$ cat src/rtl/encode_cxa.sv
// encode_cxa: tank-level encoder.
// Three float switches (low/mid/high) are synchronized, debounced and
// validated. A valid thermometer pattern becomes a registered 2-bit level
// code. The block pulses NV_UPD when the code changes. Impossible wet/dry
// combinations raise ERRO while the last good code is held.
module encode_cxa #(
  parameter int DEB_MAX = 50000,
  parameter int DEB_W   = 16
) (
  input  logic clk,
  input  logic rst,
  input  logic S_BAIXO,
  input  logic S_MEDIO,
  input  logic S_ALTO,
  output logic Nv1,
  output logic Nv0,
  output logic NV_UPD,
  output logic ERRO
);

  // Last count value before a sensor change is accepted; the counter never
  // goes past it, so it cannot wrap.
  localparam logic [DEB_W-1:0] CNT_LAST = DEB_W'(DEB_MAX - 1);
  localparam logic [DEB_W-1:0] CNT_ONE  = DEB_W'(1);
  localparam logic [DEB_W-1:0] CNT_ZERO = DEB_W'(0);

  // Bit order everywhere: [2] = high, [1] = mid, [0] = low.
  logic [2:0] w_raw;
  logic [2:0] r_sync1;
  logic [2:0] r_sync2;
  logic [2:0] w_deb;
  logic       w_valid;
  logic [1:0] w_code;
  logic [1:0] r_nv;
  logic       r_upd;
  logic       r_err;

  assign w_raw = {S_ALTO, S_MEDIO, S_BAIXO};

  // Two-flop synchronizer for the asynchronous float switches.
  always_ff @(posedge clk or posedge rst) begin
    if (rst) begin
      r_sync1 <= 3'b000;
      r_sync2 <= 3'b000;
    end else begin
      r_sync1 <= w_raw;
      r_sync2 <= r_sync1;
    end
  end

  for (genvar g = 0; g < 3; g++) begin : g_deb
    logic             r_deb;
    logic [DEB_W-1:0] r_cnt;

    // Accept a new sensor value only after DEB_MAX consecutive disagreeing samples.
    always_ff @(posedge clk or posedge rst) begin
      if (rst) begin
        r_deb <= 1'b0;
        r_cnt <= CNT_ZERO;
      end else if (r_sync2[g] == r_deb) begin
        r_cnt <= CNT_ZERO;
      end else if (r_cnt == CNT_LAST) begin
        r_deb <= r_sync2[g];
        r_cnt <= CNT_ZERO;
      end else begin
        r_cnt <= r_cnt + CNT_ONE;
      end
    end

    assign w_deb[g] = r_deb;
  end

  // Map the debounced pattern to a level code; only thermometer patterns are legal.
  always_comb begin
    w_valid = 1'b0;
    w_code  = 2'b00;
    case (w_deb)
      3'b000: begin
        w_valid = 1'b1;
        w_code  = 2'b00;
      end
      3'b001: begin
        w_valid = 1'b1;
        w_code  = 2'b01;
      end
      3'b011: begin
        w_valid = 1'b1;
        w_code  = 2'b10;
      end
      3'b111: begin
        w_valid = 1'b1;
        w_code  = 2'b11;
      end
      default: begin
        w_valid = 1'b0;
        w_code  = 2'b00;
      end
    endcase
  end

  // Register level code, change strobe and fault flag; hold the code while faulted.
  always_ff @(posedge clk or posedge rst) begin
    if (rst) begin
      r_nv  <= 2'b00;
      r_upd <= 1'b0;
      r_err <= 1'b0;
    end else if (w_valid) begin
      r_nv  <= w_code;
      r_upd <= (w_code != r_nv);
      r_err <= 1'b0;
    end else begin
      r_nv  <= r_nv;
      r_upd <= 1'b0;
      r_err <= 1'b1;
    end
  end

  assign Nv1    = r_nv[1];
  assign Nv0    = r_nv[0];
  assign NV_UPD = r_upd;
  assign ERRO   = r_err;

endmodule

$ cat config.mk
export PLATFORM = sky130hd
export DESIGN_NAME = encode_cxa
export DESIGN_NICKNAME = d
export VERILOG_FILES = /design/src/rtl/encode_cxa.sv
export SDC_FILE = /design/constraint.sdc
export NUM_CORES = 1
export LEC_CHECK = 0
export CAP_MARGIN = 0
export CELL_PAD_IN_SITES_DETAIL_PLACEMENT = 1
export CELL_PAD_IN_SITES_GLOBAL_PLACEMENT = 1
export CORE_MARGIN = 3
export CORE_UTILIZATION = 44
export CTS_BUF_LIST = sky130_fd_sc_hd__clkbuf_8 sky130_fd_sc_hd__clkbuf_16
export CTS_CLUSTER_SIZE = 30
export DETAILED_ROUTE_END_ITERATION = 8
export PLACE_DENSITY_LB_ADDON = 0.1
export REMOVE_ABC_BUFFERS = 1
export SLEW_MARGIN = 20
export SYNTH_ARGS = -nofsm -noshare
export SYNTH_HDL_FRONTEND = slang
export SYNTH_SLANG_ARGS = --single-unit
$ cat constraint.sdc
create_clock -name clk -period 1.52 [get_ports clk]
set_input_delay 0.152 -clock clk [delete_from_list [all_inputs] [get_ports clk]]
set_output_delay 0.152 -clock clk [all_outputs]
set_load 0.05 [all_outputs]
# [Word-level counts from Yosys, hierarchy flattened]
# Cells that the tools add are included.
[word_totals] inputBits=5 register_bits=61 elab_cells=42 out_inout_bits=4
[op_classes] bitwise_logic=3 n_eq_ne=10 n_addsub=3 muxes=10 reduce_logical=5
[ops] op="$mux 16" count=6
[ops] op="$add 16x1->16 const B" count=3
[ops] op="$eq 16x16->1 const B" count=3
[ops] op="$pmux 2 s3" count=1
[ops] op="$reduce_and 2->1" count=3
[ops] op="$reduce_or 4->1" count=1
[ops] op="$eq 1x1->1" count=3
[ops] op="$eq 3x1->1 const B" count=1
[ops] op="$eq 3x2->1 const B" count=1
[ops] op="$eq 3x3->1 const B" count=1
[ops] op="$logic_not 3->1" count=1
[ops] op="$mux 1" count=3
[ops] op="$not 1->1" count=3
[ops] op="$ne 2x2->1" count=1

# [Longest topological paths before layout]
# Gate-level depths: netlist (run 1).
[logic_depth] ltp_word=4 depth_mapped=5 depth_no_buf=5

# [Worst setup path after synthesis (run 1)]
# OpenSTA, ideal clock, no wires.
[synth_path] kind="register to register" start="register g_deb[2].r_cnt[12]" end="register g_deb[2].r_cnt[14]" required_ns=1.401 period_less_slack_ns=1.636 t_arrival_ns=1.517 path_stages_with_launch=6 slack_ns=-0.116 path_cell_list="dfrtp_1 nor4_1 nand3_1 o41ai_4 buf_6 nor2_1"
[synth_between] elab_chain_cells=3 elab_cells_between_ends=4 classes_between="1 x add/sub; 1 x eq/ne; 2 x mux"
[synth_lines] item="from (decl)" line="53" text="logic [DEB_W-1:0] r_cnt;"
[synth_lines] item="from (signal assigned)" line="66" text="r_cnt <= r_cnt + CNT_ONE;"
[synth_lines] item="$add 16x1->16 / $eq 16x16->1 (equally long branches)" line="66, 62"
[synth_lines] item="$mux 16 *" line="62" text="end else if (r_cnt == CNT_LAST) begin"
[synth_lines] item="$mux 16 *" line="60" text="end else if (r_sync2[g] == r_deb) begin"
# Every way passes the cells marked *; elsewhere a longest branch is shown, timed or not.
# A chain may end at the register's enable or synchronous reset.

# [Final worst setup path (run 1)]
[layout_path] start="register g_deb[2].r_cnt[13]" end="register g_deb[2].r_cnt[12]"
[layout_between] elab_chain_cells=3
[layout_lines] item="$eq 16x16->1" line="62"
[layout_lines] item="$mux 16" line="62"
[layout_lines] item="$mux 16" line="60"
# Every way passes these cells.

==> results.md, run 1 <==
- Maximum fanout along the worst path: 8
- Number of antenna-violating nets in the routed design: 0
- Number of cell rows: 28
- Yosys cell types: 24
- Top cell type by total area after synthesis: sky130_fd_sc_hd__dfrtp_1
- Relative contribution of the clock network to total power: 0.408
- Chain of cells forming the critical path: nor4_2 > nand3_1 > o41ai_4 > buf_4 > buf_12 > nor2_1
- Transition time at the pin with the least slew margin: 0.347 ns
- Number of synthesis warnings: 0
- Area of the core: 6100 sq um
- Final period utilization: 1.10
- Num ports: 9
- Shortest period the worst path allows: 1.67 ns
- Most frequent cells after synthesis: 61 x sky130_fd_sc_hd__dfrtp_1, 61 x sky130_fd_sc_hd__nor2_1, 39 x sky130_fd_sc_hd__xnor2_1
- Critical path's top delay family: simple AND/OR/NAND/NOR gates
- Count of state elements after synthesis: 61
- Startpoint kind of the worst setup timing path: flip-flop
- Cells after Synth: 277
- Cell area after layout: 3760 sq um
- Aggregate negative setup slack: -4.92 ns
- Unrepaired setup endpoints after global routing: yes
- # setup viols final: 51
- Final core occ: 0.617
- Static leakage: 1.61 nW
- Count of H-tree levels built during CTS: 3
- Number of buffers inserted during clock tree synthesis: 9
- First-pass GRT wire length: 12.0 mm
- Power density over cell area: 834 nW/um^2
- Post-synthesis instance area: 2860 sq um
- Register share of total power: 0.532
- Number of vias per cell after detailed routing: 5.21
- Busiest layer in global routing: met2
- Remaining DRCs: 0
- Critical Path AT: 1.89 ns
- Element type at the critical path end: flip-flop
- Post-detailed-route wirelength per cell: 16.1 microns
- Critical Setup Path Class: flip-flop to flip-flop
- Met2 demand-to-capacity share in global routing: 0.323
- Antenna violations before repair: 0
- Antenna diode count: 0
- IO Port Bufs: 8
- Source-to-sink clock delay at the later pin of the worst-skew pair: 0.33 ns
- Setup WS pre-CTS: -0.138 ns
- Overall die height: 86.6 microns
- Fraction of post-synthesis cell area in the top cell type by area: 0.533
- CTS tree: built
- DPL Wire Length: 4.39 mm
- Synth Flop Type: sky130_fd_sc_hd__dfrtp_1
- Post-layout worst setup margin: -0.155 ns
- Fraction of power spent switching nets: 0.236
- Violations in the final reports: negative setup slack
- Congestion Overflow GR: 0
- EDFF count, synth: 0
- Maximum capacitance violations: 0
- Met1 global-route usage: 0.279
- Sinks on Clock Net: 61
- Max-Slew Margin vs Limit: 0.767
- Path class of the lowest-slack min-delay path: input pin to asynchronous set/reset pin
- Maximum number of pins on one net before global-route repair: 26
- Placer's final routability congestion estimate: 0.752
- Tightest hold margin: 0.0837 ns
- Status: complete, but fails checks
- Die Footprint: 7510 sq um
- Skew final: 0.00961 ns
- Combinational Power Share: 0.060
- Number of global-route vias before repair: 2476
- Required time of the worst setup path: 1.73 ns
- Total global routing track utilization: 0.207
- Total iterations of the first detailed-routing run: 4
- Highest cell delay on the worst timing path: 0.39 ns
- Initial detailed-routing violation count: 121
- Fraction of final layout cells with drive strength greater than 1: 0.283
- Die X: 86.6 microns
- Post-synthesis area per instance: 10.3 sq um
- Critical Path Slowest Stage Cell: sky130_fd_sc_hd__dfrtp_1
- Sequential fraction of the synthesis area: 0.533
- Async set-or-reset flop fraction in the synthesized netlist: 1.00
- Cell at the root of the clock tree: sky130_fd_sc_hd__clkbuf_8
- Final slew viol count: 0
- Final number of hold-violating endpoints: 0
- Internal Power: 0.00240 W
- Post-Place Cell Area: 3410 sq um
- Post-layout net count: 356
- Switching Power: 0.000741 W
- Clock-pin slew on the worst setup and hold paths: 0.07 ns
- Achievable frequency: 597 MHz
- Flop-to-flop setup slack: -0.15 ns
- Peak VDD IR: 0.000566 V
- Relative area change from synthesis to final layout: 31.5%
- Global routing met3 resource utilization: 0.0456
- Starting density of the core: 0.469
- Maximum buffer depth of the clock tree: 2
- Routed WL: 6.90 mm
- Synth top area cells: sky130_fd_sc_hd__dfrtp_1 53%, sky130_fd_sc_hd__xnor2_1 12%, sky130_fd_sc_hd__nor2_1 8.0%, sky130_fd_sc_hd__nor4_1 3.7%, sky130_fd_sc_hd__nand3_1 3.0%
- Number of vias after detailed routing: 2228
- Critical path buffer and inverter count: 2
-- per-layer routing --
metal,wire length (microns),vias up,share of wire
met2,3280,35,0.48
met3,169,12,0.025
met5,0,-,0
met1,3280,1104,0.48
met4,167,0,0.024
li1,-,1077,-
-- layout by cell type (no fill, tap or decap) --
master,count
sky130_fd_sc_hd__nor4b_2,1
sky130_fd_sc_hd__buf_6,2
sky130_fd_sc_hd__inv_2,1
sky130_fd_sc_hd__ha_1,3
sky130_fd_sc_hd__or3_4,1
sky130_fd_sc_hd__xnor2_1,39
sky130_fd_sc_hd__nor3_1,9
sky130_fd_sc_hd__a22oi_1,1
sky130_fd_sc_hd__dfrtp_1,61
sky130_fd_sc_hd__buf_4,53
sky130_fd_sc_hd__inv_1,18
sky130_fd_sc_hd__nand3b_1,1
sky130_fd_sc_hd__nor2b_1,2
sky130_fd_sc_hd__nand2_1,13
sky130_fd_sc_hd__nor4_1,7
sky130_fd_sc_hd__nand4_1,11
sky130_fd_sc_hd__buf_12,5
sky130_fd_sc_hd__a311o_1,1
sky130_fd_sc_hd__nor2_2,6
sky130_fd_sc_hd__clkinv_2,1
sky130_fd_sc_hd__nand3_1,17
sky130_fd_sc_hd__xor2_1,7
sky130_fd_sc_hd__o21ai_0,1
sky130_fd_sc_hd__a21oi_1,4
sky130_fd_sc_hd__nor2_4,2
sky130_fd_sc_hd__clkbuf_16,1
sky130_fd_sc_hd__nor2_1,53
sky130_fd_sc_hd__clkbuf_8,11
sky130_fd_sc_hd__nor4_2,10
sky130_fd_sc_hd__o41ai_4,3
sky130_fd_sc_hd__and4_1,1
sky130_fd_sc_hd__clkdlybuf4s50_1,4
sky130_fd_sc_hd__mux2_2,3
-- state kept, by name, indices dropped and copies added (netlist names) --
signal and count:
g_deb.r_cnt 48, r_sync1 3, r_sync2 3, ERRO 1, r_nv 2, NV_UPD 1
g_deb.r_deb 3
-- power by group through the flow --
stage | logic, W | registers [W] | clock network [W]
2_1_floorplan | 0.0000781 | 0.00170 | 0
3_3_place_gp | 0.000172 | 0.00170 | 0
3_5_place_dp | 0.000177 | 0.00170 | 0
4_1_cts | 0.000179 | 0.00167 | 0.00131
5_1_grt | 0.000214 | 0.00167 | 0.00139
6_report | 0.000188 | 0.00167 | 0.00128
-- layout make-up --
cell class,count,area (sq um)
fillers,686,2330
flip-flops and latches,61,1530
multi-input cells,196,1330
repair buffers,65,586
clock buffers,11,151
well taps,75,93.8
inverters,15,56.3
clock inverters,5,20.0
-- path summary, 6_finish.rpt --
path,cells past startpoint,endpoint,from
worst max-delay path,6,g_deb[2].r_cnt[12]$_DFF_PP0_,g_deb[2].r_cnt[13]$_DFF_PP0_
worst min-delay path,2,g_deb[1].r_cnt[3]$_DFF_PP0_,rst
worst max register to register,6,g_deb[2].r_cnt[12]$_DFF_PP0_,g_deb[2].r_cnt[13]$_DFF_PP0_
worst min register to register,0,r_sync2[0]$_DFF_PP0_,r_sync1[0]$_DFF_PP0_
max in group asynchronous,3,g_deb[0].r_cnt[11]$_DFF_PP0_,rst
min in group clk,1,r_sync1[1]$_DFF_PP0_,S_MEDIO
-- stage by stage --
step,std cells,power (W)
2_1_floorplan,272,0.00178
3_3_place_gp,404,0.00187
3_5_place_dp,404,0.00188
4_1_cts,422,0.00316
5_1_grt,428,0.00328
6_report,428,0.00314
-- logic make-up after synthesis --
logic type	after synthesis	share of synthesized area
buf+inv	20	0.0341
simple gates	134	0.223
xor+xnor	46	0.141
compound gates	10	0.0437
flops	61	0.533
fa+ha+maj	3	0.0131
mux	3	0.0118
-- what timing repair did --
item,CTS,global route
pin swaps,8,6
buffers inserted,2,5
gates resized for setup,7,15
hold buffers,0,0
cloned,0,1
setup endpoints to repair,51,51
Note: power is estimated with default switching activity, not from simulation.
==> run 2: changes to the inputs <==
--- a/config.mk
+++ b/config.mk
@@ -9,10 +9,11 @@
 export CELL_PAD_IN_SITES_DETAIL_PLACEMENT = 1
 export CELL_PAD_IN_SITES_GLOBAL_PLACEMENT = 1
 export CORE_MARGIN = 3
-export CORE_UTILIZATION = 44
+export CORE_UTILIZATION = 43
 export CTS_BUF_LIST = sky130_fd_sc_hd__clkbuf_8 sky130_fd_sc_hd__clkbuf_16
 export CTS_CLUSTER_SIZE = 30
 export DETAILED_ROUTE_END_ITERATION = 8
+export GPL_TIMING_DRIVEN = 0
 export PLACE_DENSITY_LB_ADDON = 0.1
 export REMOVE_ABC_BUFFERS = 1
 export SLEW_MARGIN = 20
==> run 2 against run 1 <==
Compared with the run above: largest cell class unchanged; via count fell by 2.6%; die area rose by 2.2%; the run still ends with negative setup slack left; maximum frequency rose by 0.32%; combinational power barely moved; sequential cell count did not move; global-route usage fell by 1.6 points; worst hold slack got worse by 0.0069 ns; critical path depth fell by 1.
==> results.md, run 2 (same netlist as run 1, synthesis figures left out) <==
- Number of antenna-violating nets in the routed design: 0
- Fraction of final layout cells with drive strength greater than 1: 0.347
- Antenna diode count: 0
- Count of H-tree levels built during CTS: 3
- # setup viols final: 51
- Number of vias after detailed routing: 2171
- Setup WS pre-CTS: -0.641 ns
- Internal Power: 0.00256 W
- Post-layout net count: 335
- Initial detailed-routing violation count: 67
- Dpl cells: 358
- First-pass GRT wire length: 11.2 mm
- Power density over cell area: 873 nW/um^2
- Routed WL: 6.64 mm
- Register share of total power: 0.511
- Required time of the worst setup path: 1.73 ns
- Number of vias per cell after detailed routing: 5.32
- Achievable frequency: 599 MHz
- Startpoint kind of the worst setup timing path: flip-flop
- Number of global-route vias before repair: 2300
- Final period utilization: 1.10
- Source-to-sink clock delay at the later pin of the worst-skew pair: 0.33 ns
- Antenna violations before repair: 0
- Relative contribution of the clock network to total power: 0.431
- Crit. Startpoint: g_deb[2].r_cnt[12]$_DFF_PP0_
- Maximum capacitance violations: 0
- Cell at the root of the clock tree: sky130_fd_sc_hd__clkbuf_8
- Post-detailed-route wirelength per cell: 16.3 microns
- Maximum fanout along the worst path: 2
- Fraction of power spent switching nets: 0.221
- Post-Place Cell Area: 3030 sq um
- CTS tree: built
- DPL Wire Length: 3.77 mm
- Path class of the lowest-slack min-delay path: input pin to asynchronous set/reset pin
- Overall die height: 87.6 microns
- Maximum buffer depth of the clock tree: 2
- Final slew viol count: 0
- Clock-pin slew on the worst setup and hold paths: 0.07 ns
- Violations in the final reports: negative setup slack
- R2R depth: 5
- Critical Path AT: 1.88 ns
- Starting density of the core: 0.448
- Remaining DRCs: 0
- Element type at the critical path end: flip-flop
- Area of the core: 6390 sq um
- Die Footprint: 7670 sq um
- Sinks on Clock Net: 61
- Total power: 0.00328 W
- Cell area after layout: 3760 sq um
- Largest Register: g_deb.r_cnt
- Peak VDD IR: 0.000495 V
- Final number of hold-violating endpoints: 0
- Max-Slew Margin vs Limit: 0.670
- Startpoint of the worst register-to-register path: g_deb[2].r_cnt[12]$_DFF_PP0_
- Transition time at the pin with the least slew margin: 0.497 ns
- Number of cell rows: 29
- Shortest period the worst path allows: 1.67 ns
- Largest register FFs: 48
- Non-filler instance count after layout: 408
- Fill cell instance count of the final layout: 697
- Congestion Overflow GR: 0
- Switching Power: 0.000725 W
- Post-layout worst setup margin: -0.150 ns
- Number of buffers inserted during clock tree synthesis: 9
- IO Port Bufs: 8
- Critical Setup Path Class: flip-flop to flip-flop
- Unrepaired setup endpoints after global routing: yes
- Highest-count cells in the layout ignoring fill and taps: 59 x sky130_fd_sc_hd__dfrtp_1, 39 x sky130_fd_sc_hd__xnor2_1, 34 x sky130_fd_sc_hd__nor2_2, 28 x sky130_fd_sc_hd__buf_4, 24 x sky130_fd_sc_hd__nor2_1
- Skew final: 0.00769 ns
- Num ports: 9
- Relative area change from synthesis to final layout: 31.4%
- Static leakage: 1.49 nW
- Leading cell type in the layout, fill and taps excluded: sky130_fd_sc_hd__dfrtp_1
- Placer's final routability congestion estimate: 0.756
- Die X: 87.6 microns
- Status: complete, but fails checks
- Total global routing track utilization: 0.191
- Combinational Power Share: 0.058
- Total iterations of the first detailed-routing run: 4
- Maximum number of pins on one net before global-route repair: 52
-- run 2: worst max-delay path, stage by stage, from the launching register on --
cell and delay (ns):
sky130_fd_sc_hd__dfrtp_1 0.43, sky130_fd_sc_hd__nor4_4 0.32, sky130_fd_sc_hd__nand3_2 0.15, sky130_fd_sc_hd__buf_4 0.17
sky130_fd_sc_hd__nor4_4 0.16, sky130_fd_sc_hd__mux2_4 0.32
-- run 2: path summary, 6_finish.rpt --
kind,to,slack [ns]
max in group asynchronous,g_deb[0].r_cnt[6]$_DFF_PP0_,0.94
max reg2reg,g_deb[2].r_deb$_DFFE_PP0P_,-0.15
min,g_deb[2].r_cnt[12]$_DFF_PP0_,0.08
max,g_deb[2].r_deb$_DFFE_PP0P_,-0.15
min reg2reg,r_sync2[0]$_DFF_PP0_,0.35
min in group clk,r_sync1[2]$_DFF_PP0_,0.26
-- run 2: timing repair --
action	CTS	global route
setup endpoints to repair	55	52
hold buffers	0	0
cloned	1	0
gates resized for setup	40	38
buffers inserted	25	9
pin swaps	53	8
-- run 2: final cells by class --
cell class / count / area (sq um) / share of cell area
inverter: 15 / 58.8 / 0.0156
tap: 77 / 96.3 / 0.0256
clock buffer: 11 / 151 / 0.0403
clock inverter: 4 / 41.3 / 0.0110
sequential: 61 / 1530 / 0.407
timing repair buffer: 44 / 402 / 0.107
multi-input combinational: 196 / 1480 / 0.394
-- run 2: per-layer routing --
layer / share of wire / global-route usage / up-vias
met2: 0.50 / 0.307 / 23
met1: 0.46 / 0.255 / 1102
met4: 0.021 / 0.0809 / 0
met5: 0 / 0 / -
met3: 0.021 / 0.0357 / 13
li1: - / - / 1033
-- run 2: metrics by stage --
step                hold WS, ns  setup TNS [ns]   util
global placement          0.333         -104.71  0.469
finish                   0.0767           -4.57  0.589
floorplan                 0.183          -17.79      -
CTS                      0.0630           -5.21  0.558
detailed placement        0.336          -27.81  0.474
global route             0.0867          -10.03  0.589
-- run 2: power groups by stage --
stage | clock, W | combinational, W | sequential [W]
finish | 0.00142 | 0.000191 | 0.00168
detailed placement | 0 | 0.000122 | 0.00171
CTS | 0.00146 | 0.000167 | 0.00168
floorplan | 0 | 0.0000781 | 0.00170
global route | 0.00154 | 0.000214 | 0.00168
global placement | 0 | 0.000110 | 0.00170
==> run 3: changes to the inputs <==
--- a/config.mk
+++ b/config.mk
@@ -5,11 +5,12 @@
 export SDC_FILE = /design/constraint.sdc
 export NUM_CORES = 1
 export LEC_CHECK = 0
+export ABC_AREA = 1
 export CAP_MARGIN = 0
 export CELL_PAD_IN_SITES_DETAIL_PLACEMENT = 1
 export CELL_PAD_IN_SITES_GLOBAL_PLACEMENT = 1
 export CORE_MARGIN = 3
-export CORE_UTILIZATION = 43
+export CORE_UTILIZATION = 41
 export CTS_BUF_LIST = sky130_fd_sc_hd__clkbuf_8 sky130_fd_sc_hd__clkbuf_16
 export CTS_CLUSTER_SIZE = 30
 export DETAILED_ROUTE_END_ITERATION = 8
==> run 3 against run 2 <==
Compared with the run above: the flow now finishes without violations; die area rose by 15%; maximum frequency rose by 16%; combinational power fell by 32%; synthesized area rose by 11%; critical path depth fell by 4; cell count rose by 32%; worst hold slack improved by 0.048 ns; sequential share of layout area rose by 0.94 points; cell area fell by 2.4%; utilization fell by 9.1 points; clock power rose by 15%; critical path type is now flip-flop to output pin.
==> results.md, run 3 <==
- Status: finished, final reports clean
- Setup WS pre-CTS: 0.0107 ns
- Post-detailed-route wirelength per cell: 13.5 microns
- Source-to-sink clock delay at the later pin of the worst-skew pair: 0.35 ns
- Maximum number of pins on one net before global-route repair: 41
- Initial detailed-routing violation count: 91
- Count of H-tree levels built during CTS: 3
- Maximum fanout along the worst path: 3
- Top cell type by total area after synthesis: sky130_fd_sc_hd__dfrtp_1
- EDFF count, synth: 0
- Critical Setup Path Class: flip-flop to output pin
- Number of vias per cell after detailed routing: 4.90
- DPL Wire Length: 5.35 mm
- First-pass GRT wire length: 13.1 mm
- Die X: 93.9 microns
- Transition time at the pin with the least slew margin: 0.499 ns
- Static leakage: 1.63 nW
- Synth top area cells: sky130_fd_sc_hd__dfrtp_1 48%, sky130_fd_sc_hd__nor2_1 12%, sky130_fd_sc_hd__nand2_1 11%, sky130_fd_sc_hd__inv_1 5.8%, sky130_fd_sc_hd__nand3_1 4.3%
- Highest-count cells in the layout ignoring fill and taps: 97 x sky130_fd_sc_hd__nor2_1, 90 x sky130_fd_sc_hd__nand2_1, 61 x sky130_fd_sc_hd__dfrtp_1, 48 x sky130_fd_sc_hd__inv_1, 26 x sky130_fd_sc_hd__nand3_1
- Total power: 0.00344 W
- Critical path buffer and inverter count: 1
- Congestion Overflow GR: 0
- Number of antenna-violating nets in the routed design: 0
- Antenna violations before repair: 0
- Num ports: 9
- Shortest period the worst path allows: 1.44 ns
- Critical Path AT: 1.29 ns
- Path class of the lowest-slack min-delay path: input pin to asynchronous set/reset pin
- Sinks on Clock Net: 61
- Post-layout net count: 442
- Post-synthesis instance area: 3160 sq um
- Maximum buffer depth of the clock tree: 2
- Tightest hold margin: 0.124 ns
- Max-Slew Margin vs Limit: 0.669
- Overall die height: 93.9 microns
- Unrepaired setup endpoints after global routing: no
- Placer's final routability congestion estimate: 0.772
- Synth Flop Type: sky130_fd_sc_hd__dfrtp_1
- Number of vias after detailed routing: 2638
- Peak VDD IR: 0.000535 V
- Fraction of final layout cells with drive strength greater than 1: 0.116
- Chain of cells forming the critical path: dlygate4sd2_1
- Post-Place Cell Area: 3390 sq um
- Count of state elements after synthesis: 61
- Async set-or-reset flop fraction in the synthesized netlist: 1.00
- Cell at the root of the clock tree: sky130_fd_sc_hd__clkbuf_8
- Total iterations of the first detailed-routing run: 4
- Yosys cell types: 22
- Cells after Synth: 413
- Largest register FFs: 48
- Remaining DRCs: 0
- Post-layout worst setup margin: 0.0784 ns
- Element type at the critical path end: output pin
- Achievable frequency: 694 MHz
- Skew final: 0.0118 ns
- IO Port Bufs: 8
- Fill cell instance count of the final layout: 939
- Relative area change from synthesis to final layout: 15.9%
- Clock-pin slew on the worst setup and hold paths: 0.08 ns
- Critical path's top delay family: buffers and inverters
- Total area of multi-input combinational cells: 1490 sq um
- Die Footprint: 8810 sq um
- Final number of hold-violating endpoints: 0
- Sequential fraction of the synthesis area: 0.482
- Largest Register: g_deb.r_cnt
- Sequential cell area: 1530 sq um
- Routed WL: 7.27 mm
- Number of synthesis warnings: 0
- Number of buffers inserted during clock tree synthesis: 9
- Startpoint kind of the worst setup timing path: flip-flop
- Critical Path Slowest Stage Cell: sky130_fd_sc_hd__dlygate4sd2_1
- CTS tree: built
- Number of global-route vias before repair: 2813
- Leading cell type in the layout, fill and taps excluded: sky130_fd_sc_hd__nor2_1
- Final slew viol count: 0
- Antenna diode count: 0
- Hold_buf cts: 0
- Final period utilization: 0.948
- # setup viols final: 0
- Area of the core: 7370 sq um
- Highest cell delay on the worst timing path: 0.55 ns
- Required time of the worst setup path: 1.37 ns
- Fraction of post-synthesis cell area in the top cell type by area: 0.482
- Post-synthesis area per instance: 7.66 sq um
- Cell area after layout: 3670 sq um
- Count leader, synth: sky130_fd_sc_hd__nor2_1
- Total global routing track utilization: 0.189
- Most frequent cells after synthesis: 101 x sky130_fd_sc_hd__nor2_1, 93 x sky130_fd_sc_hd__nand2_1, 61 x sky130_fd_sc_hd__dfrtp_1
- Power density over cell area: 939 nW/um^2
- Starting density of the core: 0.429
- Maximum capacitance violations: 0
- Number of cell rows: 31
run 3: cell type report:
class | instances | area share
clock buffer | 9 | 0.0338
timing repair buffer | 10 | 0.0280
clock inverter | 7 | 0.0273
tap | 99 | 0.0338
inverter | 52 | 0.0539
sequential | 61 | 0.416
multi-input combinational | 300 | 0.407
run 3: path summary, 6_finish.rpt:
kind	startpoint	end	slack, ns	depth (start not counted)
setup / recovery	r_nv[1]$_DFFE_PP0P_	Nv1	0.08	1
hold / removal	rst	g_deb[2].r_cnt[15]$_DFF_PP0_	0.12	2
setup reg to reg	g_deb[2].r_cnt[0]$_DFF_PP0_	g_deb[2].r_cnt[8]$_DFF_PP0_	0.11	6
hold reg to reg	r_sync1[1]$_DFF_PP0_	r_sync2[1]$_DFF_PP0_	0.36	0
max in group asynchronous	rst	g_deb[1].r_cnt[2]$_DFF_PP0_	0.89	3
min in group clk	S_MEDIO	r_sync1[1]$_DFF_PP0_	0.24	1
run 3: per-stage QoR:
step	instances	utilization	TNS, ns
detailed placement	521	0.460	0
global placement	520	0.457	-82.33
CTS	537	0.490	0
global route	538	0.498	0
finish	538	0.498	0
floorplan	413	-	-8.85
run 3: cell families (layout without fill, tap and decap cells):
group,count (synthesis),count (layout),synth area share
and+or+nand+nor,260,260,0.358
DFF,61,61,0.482
buffers and inverters,52,78,0.0617
xor gates and xnor gates,20,20,0.0577
AOI/OAI and AO/OA,17,17,0.0281
adders and majority gates,3,3,0.0119
run 3: timing repair:
| action | 4_1_cts | 5_1_grt |
|---|---|---|
| setup buffers | 0 | 1 |
| resized for setup | 4 | 14 |
| setup endpoints to repair | 4 | 28 |
| pin swaps | 0 | 1 |
run 3: where the power goes:
part / leakage, nW / switching [W] / total (W) / internal [W]
clock: 0.102 / 0.000714 / 0.00164 / 0.000927
sequential: 0.831 / 0.0000255 / 0.00167 / 0.00165
combinational: 0.693 / 0.0000867 / 0.000129 / 0.0000421
total: 1.63 / 0.000826 / 0.00344 / 0.00262
run 3: worst reg2reg max path, stage by stage (launching register included):
cell	delay, ns
sky130_fd_sc_hd__dfrtp_1	0.41
sky130_fd_sc_hd__ha_2	0.23
sky130_fd_sc_hd__nand3_2	0.13
sky130_fd_sc_hd__nor2_2	0.17
sky130_fd_sc_hd__nand2_1	0.14
sky130_fd_sc_hd__nand2_4	0.15
sky130_fd_sc_hd__nor3_1	0.06
run 3: layer usage:
layer | vias up | track usage | wire length (microns)
li1 | 1322 | - | -
met1 | 1293 | 0.245 | 3370
met2 | 14 | 0.314 | 3630
met3 | 9 | 0.0393 | 170
met4 | 0 | 0.0614 | 97
met5 | - | 0 | 0
